[src/rtl/decrypt_pkg.sv]
// Shared types and helpers for the decrypt rotate stage.
package decrypt_pkg;

  localparam int unsigned ALPHA_SIZE = 26;
  localparam logic [7:0]  UPPER_BASE = 8'd65;
  localparam logic [7:0]  LOWER_BASE = 8'd97;

  typedef logic [4:0] alpha_idx_t;

  // Stage-1 pipe register contents
  typedef struct packed {
    logic       valid;
    logic       upper;
    logic       lower;
    logic       onehot_ok;
    alpha_idx_t idx;
    logic [7:0] raw;
    alpha_idx_t key;
  } s1_t;

  // (a - b) mod 26 for a, b in 0..25
  function automatic alpha_idx_t alpha_sub(input alpha_idx_t a, input alpha_idx_t b);
    return (a >= b) ? alpha_idx_t'(a - b) : alpha_idx_t'(a + 5'(ALPHA_SIZE) - b);
  endfunction

  // (a + b) mod 26 for a, b in 0..25
  function automatic alpha_idx_t alpha_add(input alpha_idx_t a, input alpha_idx_t b);
    logic [5:0] s;
    s = {1'b0, a} + {1'b0, b};
    return (s >= 6'(ALPHA_SIZE)) ? alpha_idx_t'(s - 6'(ALPHA_SIZE)) : s[4:0];
  endfunction

endpackage

[src/rtl/decrypt_onehot_enc.sv]
// Combinational 26-bit one-hot to letter index encoder; ok means exactly one bit set.
module decrypt_onehot_enc
  import decrypt_pkg::*;
(
  input  logic [25:0] onehot,
  output alpha_idx_t  idx,
  output logic        ok
);

  // OR-reduce the index of every set bit; only meaningful when ok is high
  always_comb begin
    idx = '0;
    for (int i = 0; i < 26; i++) begin
      if (onehot[i]) idx = idx | alpha_idx_t'(i);
    end
    ok = (onehot != '0) && ((onehot & (onehot - 26'd1)) == '0);
  end

endmodule

[src/rtl/decrypt_pipe_rot.sv]
// Decrypt rotate stage: two-stage pipe that rotates a one-hot letter back by the key
// and re-encodes it to ASCII. Optional autokey mode via macro DECRYPT_ROT_AUTOKEY_EN.
module decrypt_pipe_rot
  import decrypt_pkg::*;
#(
  parameter int unsigned CNT_W    = 16,
  parameter logic [7:0]  ERR_CHAR = 8'h3F
) (
  input  logic             clk,
  input  logic             rst,
  input  logic             en_in,
  input  logic             is_alpha_upper_case_in,
  input  logic             is_alpha_low_case_in,
  input  logic [31:0]      extended_shift_data_in,
  input  logic             key_load,
  input  logic [4:0]       key_in,
  output logic [7:0]       dout,
  output logic             valid_out,
  output logic             key_err,
  output logic             onehot_err,
  output logic [CNT_W-1:0] char_count
);

  alpha_idx_t       key_q;
  logic             key_err_q;
  logic             key_legal;
  alpha_idx_t       eff_key;
  alpha_idx_t       enc_idx;
  logic             enc_ok;
  s1_t              s1_q;
  logic [7:0]       dout_q;
  logic             valid_q;
  logic             onehot_err_q;
  logic [CNT_W-1:0] cnt_q;
  logic             bad;
  alpha_idx_t       rot;
  logic [7:0]       char_d;

  assign key_legal = key_load && (key_in <= 5'd25);

  decrypt_onehot_enc u_enc (
    .onehot (extended_shift_data_in[31:6]),
    .idx    (enc_idx),
    .ok     (enc_ok)
  );

  // Key register and one-cycle error pulse for out-of-range loads
  always_ff @(posedge clk or negedge rst) begin
    if (!rst) begin
      key_q     <= '0;
      key_err_q <= 1'b0;
    end else begin
      if (key_legal) key_q <= key_in;
      key_err_q <= key_load && !key_legal;
    end
  end

`ifdef DECRYPT_ROT_AUTOKEY_EN
  alpha_idx_t offset_q;

  // Running offset: advances per accepted alpha word, cleared by a legal key load
  always_ff @(posedge clk or negedge rst) begin
    if (!rst) begin
      offset_q <= '0;
    end else if (key_legal) begin
      offset_q <= '0;
    end else if (en_in && (is_alpha_upper_case_in || is_alpha_low_case_in)) begin
      offset_q <= (offset_q == 5'd25) ? '0 : offset_q + 5'd1;
    end
  end

  assign eff_key = alpha_add(key_q, offset_q);
`else
  assign eff_key = key_q;
`endif

  // Stage 1: capture flags, raw byte, encoded index and the key in force now
  always_ff @(posedge clk or negedge rst) begin
    if (!rst) begin
      s1_q <= '0;
    end else begin
      s1_q.valid     <= en_in;
      s1_q.upper     <= is_alpha_upper_case_in;
      s1_q.lower     <= is_alpha_low_case_in;
      s1_q.onehot_ok <= enc_ok;
      s1_q.idx       <= enc_idx;
      s1_q.raw       <= extended_shift_data_in[7:0];
      s1_q.key       <= eff_key;
    end
  end

  // Stage 2 decode: rotate alpha, pass raw, flag malformed input
  always_comb begin
    bad = (s1_q.upper && s1_q.lower) ||
          ((s1_q.upper || s1_q.lower) && !s1_q.onehot_ok);
    rot = alpha_sub(s1_q.idx, s1_q.key);
    if (bad)              char_d = ERR_CHAR;
    else if (s1_q.upper)  char_d = UPPER_BASE + {3'b000, rot};
    else if (s1_q.lower)  char_d = LOWER_BASE + {3'b000, rot};
    else                  char_d = s1_q.raw;
  end

  // Stage 2 registers; dout holds while idle, counter saturates at all-ones
  always_ff @(posedge clk or negedge rst) begin
    if (!rst) begin
      dout_q       <= '0;
      valid_q      <= 1'b0;
      onehot_err_q <= 1'b0;
      cnt_q        <= '0;
    end else begin
      valid_q      <= s1_q.valid;
      onehot_err_q <= s1_q.valid && bad;
      if (s1_q.valid) dout_q <= char_d;
      if (s1_q.valid && (cnt_q != {CNT_W{1'b1}})) cnt_q <= cnt_q + CNT_W'(1);
    end
  end

  assign dout       = dout_q;
  assign valid_out  = valid_q;
  assign key_err    = key_err_q;
  assign onehot_err = onehot_err_q;
  assign char_count = cnt_q;

endmodule

[config.mk]
export PLATFORM = sky130hd
export DESIGN_NAME = decrypt_pipe_rot
export DESIGN_NICKNAME = d
export VERILOG_FILES = /design/src/rtl/decrypt_pkg.sv /design/src/rtl/decrypt_onehot_enc.sv /design/src/rtl/decrypt_pipe_rot.sv
export SDC_FILE = /design/constraint.sdc
export NUM_CORES = 1
export LEC_CHECK = 0
export ABC_AREA = 1
export CAP_MARGIN = 20
export CORE_MARGIN = 8
export CORE_UTILIZATION = 45
export DETAILED_ROUTE_END_ITERATION = 7
export GPL_TIMING_DRIVEN = 1
export PLACE_DENSITY = 0.75
export SYNTH_ARGS = -nofsm -noshare
export SYNTH_HDL_FRONTEND = slang
export SYNTH_SLANG_ARGS = --single-unit
[constraint.sdc]
create_clock -name clk -period 2.05 [get_ports clk]
set_input_delay 0.41 -clock clk [delete_from_list [all_inputs] [get_ports clk]]
set_output_delay 0.41 -clock clk [all_outputs]
set_load 0.005 [all_outputs]
# Yosys cells after proc, flatten, opt, wreduce, memory -nomap -nowiden
# Index checks and enable logic that the tools add are counted.
dict set report word_totals {
  register_bits 54
  inputBits 43
  wordCells 69
}
dict set report classes {
  n_lt_le_gt_ge 2
  addsub 7
  bitwise_logic 1
  eq_ne 1
  n_reduce_logical 13
  mux 32
}
# cell count
set op_table {}
lappend op_table {{5-bit 2-to-1 mux} 11}
lappend op_table {{8-bit 2-to-1 mux} 6}
lappend op_table {{4-bit 2-to-1 mux} 8}
lappend op_table {{26-bit AND} 1}
lappend op_table {{26-bit zero test} 1}
lappend op_table {{26-bit nonzero test} 1}
lappend op_table {{26-bit by 1-bit subtractor with 26-bit output (second input constant)} 1}
lappend op_table {{16-bit by 1-bit adder with 16-bit output (second input constant)} 1}
lappend op_table {{7-bit by 5-bit adder with 8-bit output (first input constant)} 2}
lappend op_table {{16-bit != test (second input constant)} 1}
lappend op_table {{3-bit 2-to-1 mux} 4}
lappend op_table {{5-bit subtractor} 2}
lappend op_table {{1-bit logical AND} 7}
lappend op_table {{5-bit adder (second input constant)} 1}
lappend op_table {{5-bit >= comparator} 1}
lappend op_table {{5-bit <= comparator (second input constant)} 1}
lappend op_table {{2-bit 2-to-1 mux} 2}
lappend op_table {{1-bit zero test} 2}
lappend op_table {{1-bit logical OR} 2}
lappend op_table {{1-bit 2-to-1 mux} 1}

# Longest topological paths before layout
# Gate-level depths: netlist of run 1.
dict set report logic_depth {
  ltp_word 25
  ltp_mapped 17
  depth_no_buf 16
}

# Hierarchy
# Synthesis of run 1 repeated with hierarchy kept, for this count alone.
dict set report unflattened {
  cells_unflattened 412
  hier_area_um2 3273.1
}
# mod cells_each n_inst area_each_um2
set modules_own_cells {}
lappend modules_own_cells {decrypt_pipe_rot 262 1 2586.2}
lappend modules_own_cells {decrypt_onehot_enc 150 1 686.9}

# Worst setup path before layout of run 1
# OpenSTA, ideal clock, no wires.
dict set report synth_timing {
  kind {flip-flop to flip-flop}
  from {reg s1_q[1] (netlist bit)}
  to {reg dout_q[6], in the netlist dout[6]}
  setup_time_ps 123
  path_slack_ps 21
  path_buffers 0
  t_arrival_ps 1906
  path_stages_with_launch 15
  period_less_slack_ps 2029
  t_required_ps 1927
  cell_sequence {dfrtp_1 -> inv_1 -> ha_1 -> nand2_1 -> nor2_4 -> a21oi_2 -> nand2_2 -> nand2_1 -> and2_1 -> ha_1 -> nand3_1 -> nor2_1 -> nand2_1 -> nor3_1 -> o21ai_1}
}
dict set report synth_between {
  elab_chain_cells 9
  elab_cells_between_ends 12
  classes_between {add/sub: 4; order compare: 1; mux: 7}
}
# element line_no
set synth_lines {}
lappend synth_lines {{start, declared} decrypt_pipe_rot.sv:30} ;# s1_t s1_q;
lappend synth_lines {{5-bit subtractor / 5-bit >= comparator (equally long branches)} decrypt_pkg.sv:23} ;# return (a >= b) ? alpha_idx_t'(a - b) : alpha_idx_t'(a + 5'(ALPHA_SIZE) - b);
lappend synth_lines {{5-bit 2-to-1 mux (*)} decrypt_pkg.sv:23}
lappend synth_lines {{7-bit by 5-bit adder with 8-bit output} decrypt_pipe_rot.sv:99} ;# else if (s1_q.lower) char_d = LOWER_BASE + {3'b000, rot};
lappend synth_lines {{8-bit 2-to-1 mux} decrypt_pipe_rot.sv:99}
lappend synth_lines {{8-bit 2-to-1 mux} decrypt_pipe_rot.sv:98} ;# else if (s1_q.upper) char_d = UPPER_BASE + {3'b000, rot};
lappend synth_lines {{8-bit 2-to-1 mux} decrypt_pipe_rot.sv:97} ;# if (bad) char_d = ERR_CHAR;
lappend synth_lines {{8-bit 2-to-1 mux (*)} decrypt_pipe_rot.sv:98}
lappend synth_lines {{8-bit 2-to-1 mux (*) (2 in a row)} decrypt_pipe_rot.sv:97}
lappend synth_lines {{end signal, assigned} decrypt_pipe_rot.sv:113} ;# if (s1_q.valid) dout_q <= char_d;
lappend synth_lines {{end, declared} decrypt_pipe_rot.sv:31} ;# logic [7:0] dout_q;
# Mark *: on every way between the ends. The rest lies on a longest branch, timed or not. The select of a mux whose other input is x is not followed.
# A chain may end at the register's enable or synchronous reset.

# Worst setup path in the final report of run 1
dict set report layout_timing {
  from {reg s1_q[0] (netlist bit)}
  to {reg dout_q[6], in the netlist dout[6]}
}
# Same word-level chain as after synthesis.

==> flow_summary.json, run 1 <==
{
  "status": "finished with violations",
  "violations": "setup timing",
  "cts_tree": "done",
  "ys_seq_area_share_pct": 43.23,
  "antenna_found_initial": 0,
  "dp_cells": 573,
  "fin_crit_ps": 2094,
  "drt_iter0_markers": 102,
  "p_sw_mw": 0.9866,
  "internal-power_mw": 2.180,
  "place_hpwl_um": 6273,
  "clk_latency_ps": 310,
  "critPathMaxFanout": 2,
  "multiInputGateArea_sq_um": 1718,
  "hp-class": "primary input to asynchronous set/reset pin",
  "slew_viol_final": 0,
  "die-area_sq_um": 9868,
  "drtPass1Iterations": 4,
  "avgRoutedWirePerCell_um": 13.58,
  "power.density_nw_per_um2": 686.0,
  "cellLeakagePower_nw": 2.155,
  "antenna_cells": 0,
  "grt_pass1_wl_um": 13140,
  "finalCritPeriodShare_pct": 102.1,
  "ys.warnings.count": 0,
  "clkTransAtPathRegs_ps": 100,
  "port_buffers": 69,
  "die_height_um": 99.34,
  "r2r_slack_ps": -40,
  "hold_viol_final": 0,
  "path_class": "flip-flop to flip-flop",
  "h-tree-depth": 2,
  "layout_commonest_cell": "nand2_1",
  "io_pins": 70,
  "ir_worst_vdd_mv": 0.5031,
  "maxSlewHeadroom_pct": 67.03,
  "finalSetupTns_ps": -119.8,
  "ant_nets": 0,
  "fillerInstances": 536,
  "drv_cap": 0,
  "synth_cells": 377,
  "die_w_um": 99.34,
  "power.total_mw": 3.166,
  "finalWeightedCongestion": 0.9004,
  "cp-end-kind": "flip-flop",
  "clockBufferDepth": 2,
  "syn_nets": 434,
  "fin_nets": 562,
  "drive_gt1_share_pct": 26.09,
  "cp.arrival_ps": 2300,
  "power_frac_comb_pct": 35.1,
  "place_area_sq_um": 4278,
  "p_clk_share_pct": 24.0,
  "synthTopCellsByArea": "dfrtp_1, nand2_1, inv_1, ha_1, nor2_1",
  "vias": 2881,
  "fin_util_pct": 68.31,
  "crit_path_start": "s1_q[0]",
  "drt-total-wl_um": 7957,
  "tightest_slew_ps": 494.5,
  "crit_required_ps": 2260,
  "seq_power_share_pct": 40.9,
  "skew_ps": 7.424,
  "setup_violations": 5,
  "rows": 30,
  "initial_utilization_pct": 46.26,
  "layoutNonFillerInstCount": 586,
  "syn_area_per_cell_sq_um": 8.290,
  "regArea_sq_um": 1351,
  "final_cell_mix": "nand2_1, clkdlybuf4s50_1, dfrtp_1, buf_4, inv_1",
  "critPathLaunchType": "flip-flop",
  "cts_buffers": 5,
  "swShare_pct": 31.16,
  "synth.cell_area_sq_um": 3125,
  "fin_area_sq_um": 4616,
  "yosysUniqueCellTypes": 35,
  "worstReg2RegStart": "s1_q[0]",
  "grt_pass1_vias": 3002,
  "via_per_inst": 4.916,
  "grt_overflow": 0,
  "yosysTopAreaCell": "dfrtp_1",
  "drc": 0,
  "yosys_register_bits": 54,
  "clock_sinks": 54,
  "worst_slack_ps": -43.83,
  "grt_max_degree": 26,
  "rsz0062_at_grt": "true",
  "synth.top_cell.area_share_pct": 43.23,
  "fmax_mhz": 477.6,
  "core_area_sq_um": 6756,
  "grt_use_total_pct": 15.96,
  "area_growth_pct": 47.68,
  "cts_root_buf": "clkbuf_8"
}
layout make-up:
class	count	share of cell area, %
inverter	55	4.473
multi-input combinational	265	37.22
timing repair buffer	124	24.23
clock buffer	6	1.789
tap	80	2.169
sequential	54	29.28
clock inverter	2	0.8403
worst max-delay path, cell delays in order (launching register included):
cell     delay, ps
dfrtp_1        410
ha_4           180
fa_1           530
inv_2           50
nand3_2         80
and2_4         150
ha_4           140
nand3_2         90
nor2_2         120
nand2_2         80
nor3_2         100
o21ai_1         70
Yosys cell counts:
library cell  number
nand2_1           79
dfrtp_1           54
inv_1             54
nor2_1            35
nand3_1           22
xor2_1            14
o21ai_0           13
ha_1              12
nand2_2           12
a21oi_1           10
nor2_2            10
nand4_1            7
xnor2_1            7
mux2_2             6
nor3_1             5
nor4_1             5
a21oi_2            3
nand2_4            3
buf_2              2
fa_1               2
nand3_2            2
nand3b_1           2
nor2_4             2
o211ai_1           2
o21ai_1            2
o21bai_1           2
o31ai_1            2
a31oi_1            1
and2_1             1
buf_6              1
inv_2              1
nor4b_1            1
o21a_1             1
o22ai_1            1
or2_1              1
flip-flops by register name, summed over array words and instances, names as in the netlist:
name        cells
eff_key         5
s1_q           22
key_err         1
onehot_err      1
valid_out       1
dout            8
char_count     16
what timing repair did:
item | 4_1_cts | 5_1_grt
gates resized for setup | 14 | 26
setup buffers | 3 | 2
cloned | 0 | 0
hold buffers | 0 | 0
pin swaps | 6 | 11
setup endpoints to repair | 6 | 8
final timing paths:
check                      cells after the start        to
setup reg to reg                              11   dout[6]
max in group asynchronous                      2  s1_q[17]
hold / removal                                 1   s1_q[9]
setup / recovery                              11   dout[6]
hold reg to reg                                0   s1_q[2]
min in group clk                               0   s1_q[2]
cell families (layout without fill, tap and decap cells):
kind of cell / after synthesis / after routing / synth area share, %
and+or+nand+nor: 187 / 187 / 28.42
buffers and inverters: 58 / 187 / 7.286
xor gates and xnor gates: 21 / 21 / 5.885
AOI/OAI and AO/OA: 37 / 37 / 6.926
muxes: 6 / 6 / 2.162
adders and majority gates: 14 / 14 / 6.085
DFF: 54 / 54 / 43.23
routing by layer:
layer  global-route usage (%)  vias to the layer above  share of wire (%)
li1                         -                     1451                  -
met1                    18.80                     1338                 42
met2                    27.27                       80                 50
met3                    4.679                       12                6.5
met4                    4.889                        0                1.6
met5                        0                        -                  0
stage by stage:
step	hold slack, ps	setup slack (ps)
3_5_place_dp	370.7	-164.1
6_report	49.46	-43.83
3_3_place_gp	363.6	-80.30
4_1_cts	58.62	-57.56
5_1_grt	66.41	-186.6
2_1_floorplan	114.4	20.85
power groups by stage:
| stage | Combinational [mW] | Clock, mW | Sequential, mW |
|---|---|---|---|
| 2_1_floorplan | 0.489 | 0 | 1.30 |
| 3_3_place_gp | 0.948 | 0 | 1.31 |
| 3_5_place_dp | 0.982 | 0 | 1.31 |
| 4_1_cts | 1.04 | 0.778 | 1.29 |
| 5_1_grt | 1.22 | 0.819 | 1.31 |
| 6_report | 1.11 | 0.758 | 1.30 |
Power figures use the tool's default switching activity.
==> run 2: changes to the inputs <==
--- a/config.mk
+++ b/config.mk
@@ -9,9 +9,11 @@
 export CAP_MARGIN = 20
 export CORE_MARGIN = 8
 export CORE_UTILIZATION = 45
+export CTS_BUF_LIST = sky130_fd_sc_hd__clkbuf_2
 export DETAILED_ROUTE_END_ITERATION = 7
 export GPL_TIMING_DRIVEN = 1
-export PLACE_DENSITY = 0.75
+export PLACE_DENSITY = 0.77
+export SETUP_SLACK_MARGIN = 0.3
 export SYNTH_ARGS = -nofsm -noshare
 export SYNTH_HDL_FRONTEND = slang
 export SYNTH_SLANG_ARGS = --single-unit
==> run 2 against run 1 <==
The flow still finishes with violations (setup timing); total power shrank 0.19%; register-to-register slack got worse by 80 ps; hold slack better by 250 ps; combinational power rose by 18%.
==> flow_summary.json, run 2 (synthesis results as in run 1) <==
{
  "fin_util_pct": 69.54,
  "internal-power_mw": 2.060,
  "slowest_delay_ps": 590,
  "largest_reg_flops": 22,
  "setup_violations": 6,
  "die_height_um": 99.34,
  "crit_required_ps": 2480,
  "hp-class": "primary input to flip-flop",
  "die_w_um": 99.34,
  "seq_power_share_pct": 40.3,
  "power_frac_comb_pct": 41.4,
  "die-area_sq_um": 9868,
  "cts_tree": "done",
  "clock_sinks": 54,
  "grt_pass1_vias": 3202,
  "clk_latency_ps": 490,
  "vias": 3070,
  "fmax_mhz": 460.7,
  "rsz0062_at_grt": "true",
  "cp-end-kind": "flip-flop",
  "grt_pass1_wl_um": 14340,
  "cp.arrival_ps": 2610,
  "fin_nets": 572,
  "worst_slack_ps": -120.5,
  "place_area_sq_um": 4170,
  "via_per_inst": 5.151,
  "h-tree-depth": 2,
  "status": "finished with violations",
  "antenna_found_initial": 0,
  "ir_worst_vdd_mv": 0.5957,
  "drv_cap": 0,
  "power.density_nw_per_um2": 672.7,
  "drt_iter0_markers": 177,
  "grt_max_degree": 55,
  "avgRoutedWirePerCell_um": 15.48,
  "grt_overflow": 0,
  "min_path_cells": 1,
  "ant_nets": 0,
  "fin_area_sq_um": 4698,
  "regMostFlops": "s1_q",
  "initial_utilization_pct": 46.26,
  "clockBufferDepth": 2,
  "hp-start": "en_in",
  "worstReg2RegStart": "s1_q[0]",
  "cp_common_cell": "nand3_2",
  "rows": 30,
  "grt_use_total_pct": 17.65,
  "drive_gt1_share_pct": 28.88,
  "slew_viol_final": 0,
  "violations": "setup timing",
  "rr_endpoint": "dout[5]",
  "slowest_stage": "fa_2",
  "swShare_pct": 34.80,
  "maxSlewHeadroom_pct": 72.17,
  "clkTransAtPathRegs_ps": 310,
  "critPathLaunchType": "flip-flop",
  "core_area_sq_um": 6756,
  "cts_buffers": 5,
  "skew_ps": 39.75,
  "finalWeightedCongestion": 0.9344,
  "cts_root_buf": "clkbuf_2",
  "layout_commonest_cell": "nand2_1",
  "drtPass1Iterations": 4,
  "p_clk_share_pct": 18.4,
  "fin_crit_ps": 2171,
  "hold_path_end": "s1_q[21]",
  "hold_viol_final": 0,
  "cp_top_family": "adder cells",
  "crit_buf_inv": 3,
  "path_class": "flip-flop to flip-flop",
  "crit_path_start": "s1_q[0]",
  "antenna_cells": 0,
  "place_hpwl_um": 6213,
  "ff2ff_path_depth": 11,
  "finalCritPeriodShare_pct": 105.9,
  "tightest_slew_ps": 411.6,
  "drt-total-wl_um": 9228,
  "io_pins": 70,
  "cellLeakagePower_nw": 2.284,
  "r2r_slack_ps": -120,
  "drc": 0,
  "final_cell_mix": "nand2_1, buf_4, inv_1, dfrtp_1, clkdlybuf4s50_1",
  "area_growth_pct": 50.32,
  "p_sw_mw": 1.100,
  "port_buffers": 69,
  "crit_chain": "ha_4 > fa_2 > inv_2 > nand3_2 > buf_4 > nand3_1 > nor2_2 > nand3_2 > nand2_1 > inv_1 > a21oi_2",
  "critPathMaxFanout": 3,
  "finalSetupTns_ps": -468.7
}
-- run 2: cell count changes in the layout (fill, tap and decap cells not counted), moves of 3 or more --
| cell | before | now |
|---|---|---|
| clkbuf_2 | 0 | 5 |
| clkdlybuf4s50_1 | 68 | 41 |
| nand3_4 | 0 | 3 |
| nor2_4 | 3 | 6 |
| buf_4 | 52 | 62 |
| dlygate4sd2_1 | 0 | 26 |
| clkbuf_8 | 6 | 0 |
| dfrtp_1 | 54 | 51 |
| nor2_1 | 33 | 30 |
| dfrtp_2 | 0 | 3 |
-- run 2: power by group through the flow --
| stage | sequential, mW | clock [mW] | combinational [mW] |
|---|---|---|---|
| global route | 1.28 | 0.629 | 1.41 |
| finish | 1.27 | 0.581 | 1.31 |
| detailed placement | 1.32 | 0 | 0.961 |
| floorplan | 1.30 | 0 | 0.498 |
| global placement | 1.31 | 0 | 0.930 |
| CTS | 1.26 | 0.586 | 1.16 |
-- run 2: area by class of cell --
cell class,count,area [sq um]
Inverter,55,206.4
Clock buffer,5,25.02
Clock inverter,3,48.80
Sequential cell,54,1355
Multi-Input combinational cell,265,1800
Tap cell,80,100.1
Fill cell,500,2058
Timing Repair Buffer,134,1162
-- run 2: worst max-delay path by stage --
stage               endpoint  slack [ps]  depth (start not counted)
finish               dout[5]        -120                         11
global placement     dout[6]         -70                         14
CTS                  dout[6]        -100                         12
floorplan            dout[6]          50                         15
global route         dout[4]        -230                         11
detailed placement   dout[6]        -130                         14
-- run 2: layer usage --
layer / track usage, % / part of all wire, % / vias to the layer above
met5: 0 / 0 / -
met1: 20.98 / 40 / 1463
li1: - / - / 1473
met2: 30.48 / 52 / 112
met4: 5.355 / 2.7 / 0
met3: 4.469 / 5.3 / 22
-- run 2: metrics by stage --
stage	power [mW]	worst slack (ps)	hold WS, ps	instances
floorplan	1.797	53.61	114.4	377
global placement	2.239	-70.14	361.2	556
detailed placement	2.276	-131.8	369.5	556
CTS	3.012	-100.6	312.7	593
global route	3.327	-226.8	289.8	596
finish	3.160	-120.5	298.8	596
-- run 2: repair_timing --
| action | in CTS | in global routing |
|---|---|---|
| endpoints found under the hold margin | 54 | 0 |
| pin swaps | 18 | 23 |
| buffers inserted | 28 | 3 |
| hold buffers | 1 | 0 |
| gates resized for setup | 50 | 26 |
| setup endpoints to repair | 36 | 16 |
==> run 3: changes to the inputs <==
--- a/config.mk
+++ b/config.mk
@@ -5,14 +5,13 @@
 export SDC_FILE = /design/constraint.sdc
 export NUM_CORES = 1
 export LEC_CHECK = 0
-export ABC_AREA = 1
 export CAP_MARGIN = 20
 export CORE_MARGIN = 8
 export CORE_UTILIZATION = 45
 export CTS_BUF_LIST = sky130_fd_sc_hd__clkbuf_2
 export DETAILED_ROUTE_END_ITERATION = 7
 export GPL_TIMING_DRIVEN = 1
-export PLACE_DENSITY = 0.77
+export PLACE_DENSITY = 0.78
 export SETUP_SLACK_MARGIN = 0.3
 export SYNTH_ARGS = -nofsm -noshare
 export SYNTH_HDL_FRONTEND = slang
==> run 3 against run 2 <==
Clock power shrank 0.7%; highest routed layer unchanged; register-to-register slack lost 540 ps; synthesized area shrank 7.2%; sequential share of layout area grew 0.054 points; largest cell class unchanged; the run still ends with setup timing left; critical endpoint is now dout[7]; non-clock buffer count grew 22; synthesized cell count shrank 25%; global-route usage grew 0.17 points; setup slack lost 540 ps.
==> flow_summary.json, run 3 <==
{
  "drt_iter0_markers": 106,
  "layout_commonest_cell": "buf_4",
  "clk_latency_ps": 470,
  "r2r_slack_ps": -670,
  "synth_cells": 281,
  "power.total_mw": 3.070,
  "grt_pass1_vias": 2841,
  "finalCritPeriodShare_pct": 132.5,
  "skew_ps": 34.73,
  "rr_endpoint": "dout[7]",
  "drv_cap": 0,
  "crit_path_start": "s1_q[15]",
  "ir_worst_vdd_mv": 0.3907,
  "die-area_sq_um": 9270,
  "crit_chain": "ha_4 > fa_1 > and3b_1 > a221oi_2 > nand3_1 > o311a_1 > a311oi_2 > buf_4 > a31oi_1 > o32ai_1",
  "via_per_inst": 5.324,
  "avgRoutedWirePerCell_um": 17.28,
  "grt_overflow": 0,
  "slew_viol_final": 0,
  "place_area_sq_um": 4121,
  "pre_cts_slack_ps": -574.5,
  "maxSlewHeadroom_pct": 64.86,
  "slowest_stage": "dfrtp_1",
  "yosysTopAreaCell": "dfrtp_1",
  "synth.top_cell.area_share_pct": 46.59,
  "grt_pass1_wl_um": 13060,
  "cts_root_buf": "clkbuf_2",
  "hp-start": "extended_shift_data_in[17]",
  "worst_hold_slack_ps": 170.5,
  "layoutNonFillerInstCount": 519,
  "ys.warnings.count": 0,
  "core_area_sq_um": 6277,
  "grt_util_met1_pct": 21.13,
  "cp.arrival_ps": 3130,
  "hp-class": "primary input to flip-flop",
  "largest_reg_flops": 22,
  "h-tree-depth": 2,
  "yosys_register_bits": 54,
  "violations": "setup timing",
  "cts_tree": "done",
  "final_cell_mix": "buf_4, dfrtp_1, clkdlybuf4s50_1, dlygate4sd2_1, inv_1",
  "grt-busiest-layer": "met2",
  "antenna_cells": 0,
  "drt-total-wl_um": 8969,
  "synthTopCellsByArea": "dfrtp_1, ha_1, xnor2_1, nor2_1, inv_1",
  "ant_nets": 0,
  "cellLeakagePower_nw": 2.109,
  "met3_usage_pct": 3.276,
  "port_buffers": 69,
  "slowest_delay_ps": 460,
  "cts_buffers": 5,
  "area_growth_pct": 61.69,
  "worst_slack_ps": -665.2,
  "clkTransAtPathRegs_ps": 310,
  "die_height_um": 96.28,
  "fin_area_sq_um": 4690,
  "gr-usage-met2_pct": 32.29,
  "finalWeightedCongestion": 0.8974,
  "async_reset_ff_share_pct": 100.0,
  "grt_max_degree": 36,
  "worstReg2RegStart": "s1_q[15]",
  "hold_viol_final": 0,
  "fin_nets": 498,
  "critPathLaunchType": "flip-flop",
  "synth-edff-count": 0,
  "io_pins": 70,
  "fmax_mhz": 368.3,
  "dp_cells": 473,
  "cp-end-kind": "flip-flop",
  "antenna_found_initial": 0,
  "critPathMaxFanout": 5,
  "vias": 2763,
  "syn_area_per_cell_sq_um": 10.32,
  "place_hpwl_um": 6120,
  "tightest_slew_ps": 525.2,
  "yosysMostFrequentCell": "dfrtp_1",
  "synthFlopType": "dfrtp_1",
  "rsz0062_at_grt": "true",
  "regMostFlops": "s1_q",
  "synth.cell_area_sq_um": 2900,
  "crit_required_ps": 2460,
  "cp-endpoint": "dout[7]",
  "drc": 0,
  "initial_utilization_pct": 46.20,
  "clock_sinks": 54,
  "ys_seq_area_share_pct": 46.59,
  "synthTopCellsByCount": "dfrtp_1, nor2_1, inv_1",
  "drive_gt1_share_pct": 39.82,
  "rows": 29,
  "grt_use_total_pct": 17.81,
  "syn_nets": 338,
  "setup_violations": 7,
  "path_class": "flip-flop to flip-flop",
  "yosysUniqueCellTypes": 53,
  "drtPass1Iterations": 4,
  "status": "finished with violations",
  "clockBufferDepth": 2,
  "fillerInstances": 406,
  "die_w_um": 96.28,
  "fin_crit_ps": 2715,
  "power.density_nw_per_um2": 654.7,
  "ff2ff_path_depth": 10
}
[run 3: changes by cell type after synthesis, moves of 4 or more]
cell / change
nand3_1: -8
nor2_2: -9
mux2i_1: +6
inv_1: -28
nand2_1: -65
xor2_1: -7
xnor2_1: +7
o21ai_0: -4
and3_1: +5
nor2_1: -4
nand2_2: -11
[run 3: cells by family (layout without fill, tap and decap cells)]
logic type,Yosys count,count (layout),share of synthesized area (%)
AO/OA/AOI/OAI,47,47,11.86
XOR/XNOR,21,21,6.342
adder cells (fa/ha/maj),18,18,7.981
buffers and inverters,29,190,3.883
flip-flops,54,54,46.59
multiplexers,12,12,4.400
AND/OR/NAND/NOR,100,100,18.94
[run 3: cell type report]
cell class,count,area (sq um),area share (%)
tap,77,96.34,2.054
sequential,54,1355,28.90
clock buffer,5,25.02,0.5336
multi-input combinational,198,1768,37.70
inverter,26,97.59,2.081
timing repair buffer,156,1299,27.69
clock inverter,3,48.80,1.041
[run 3: worst min-delay path by stage]
stage	endpoint	cells past startpoint
floorplan	char_count[0]	0
global placement	s1_q[0]	0
detailed placement	s1_q[3]	0
CTS	s1_q[12]	2
global route	s1_q[12]	2
finish	s1_q[14]	3
[run 3: routing by layer]
| layer | part of all wire, % | wire, um |
|---|---|---|
| met4 | 2.3 | 208 |
| met2 | 52 | 4674 |
| met1 | 40 | 3607 |
| met3 | 5.3 | 478 |
| met5 | 0 | 0 |
[run 3: critical path, delay by kind of cell (launching register included)]
family | cells | cell delay (ps)
DFF | 1 | 460
AOI/OAI and AO/OA | 5 | 1070
adders and majority gates | 2 | 630
buffers and inverters | 1 | 170
and+or+nand+nor | 2 | 370
[run 3: timing repair]
item / 4_1_cts / 5_1_grt
endpoints found under the hold margin: 19 / 0
resized for setup: 88 / 45
pin swaps: 21 / 42
hold buffers: 1 / 0
setup endpoints to repair: 43 / 19
setup buffers: 26 / 11
[run 3: power breakdown]
group          internal (mW)  switching [mW]  total, mW  leakage, nW
Sequential              1.19          0.0858       1.28        0.632
Combinational          0.664           0.553       1.22         1.44
Clock                  0.214           0.363      0.577       0.0411
Total                   2.07            1.00       3.07         2.11
[run 3: per-stage QoR]
stage | setup TNS [ps] | util (%)
2_1_floorplan | -1931 | -
3_3_place_gp | -2851 | 65.66
3_5_place_dp | -3378 | 65.66
4_1_cts | -2553 | 70.62
5_1_grt | -3492 | 74.71
6_report | -2891 | 74.71
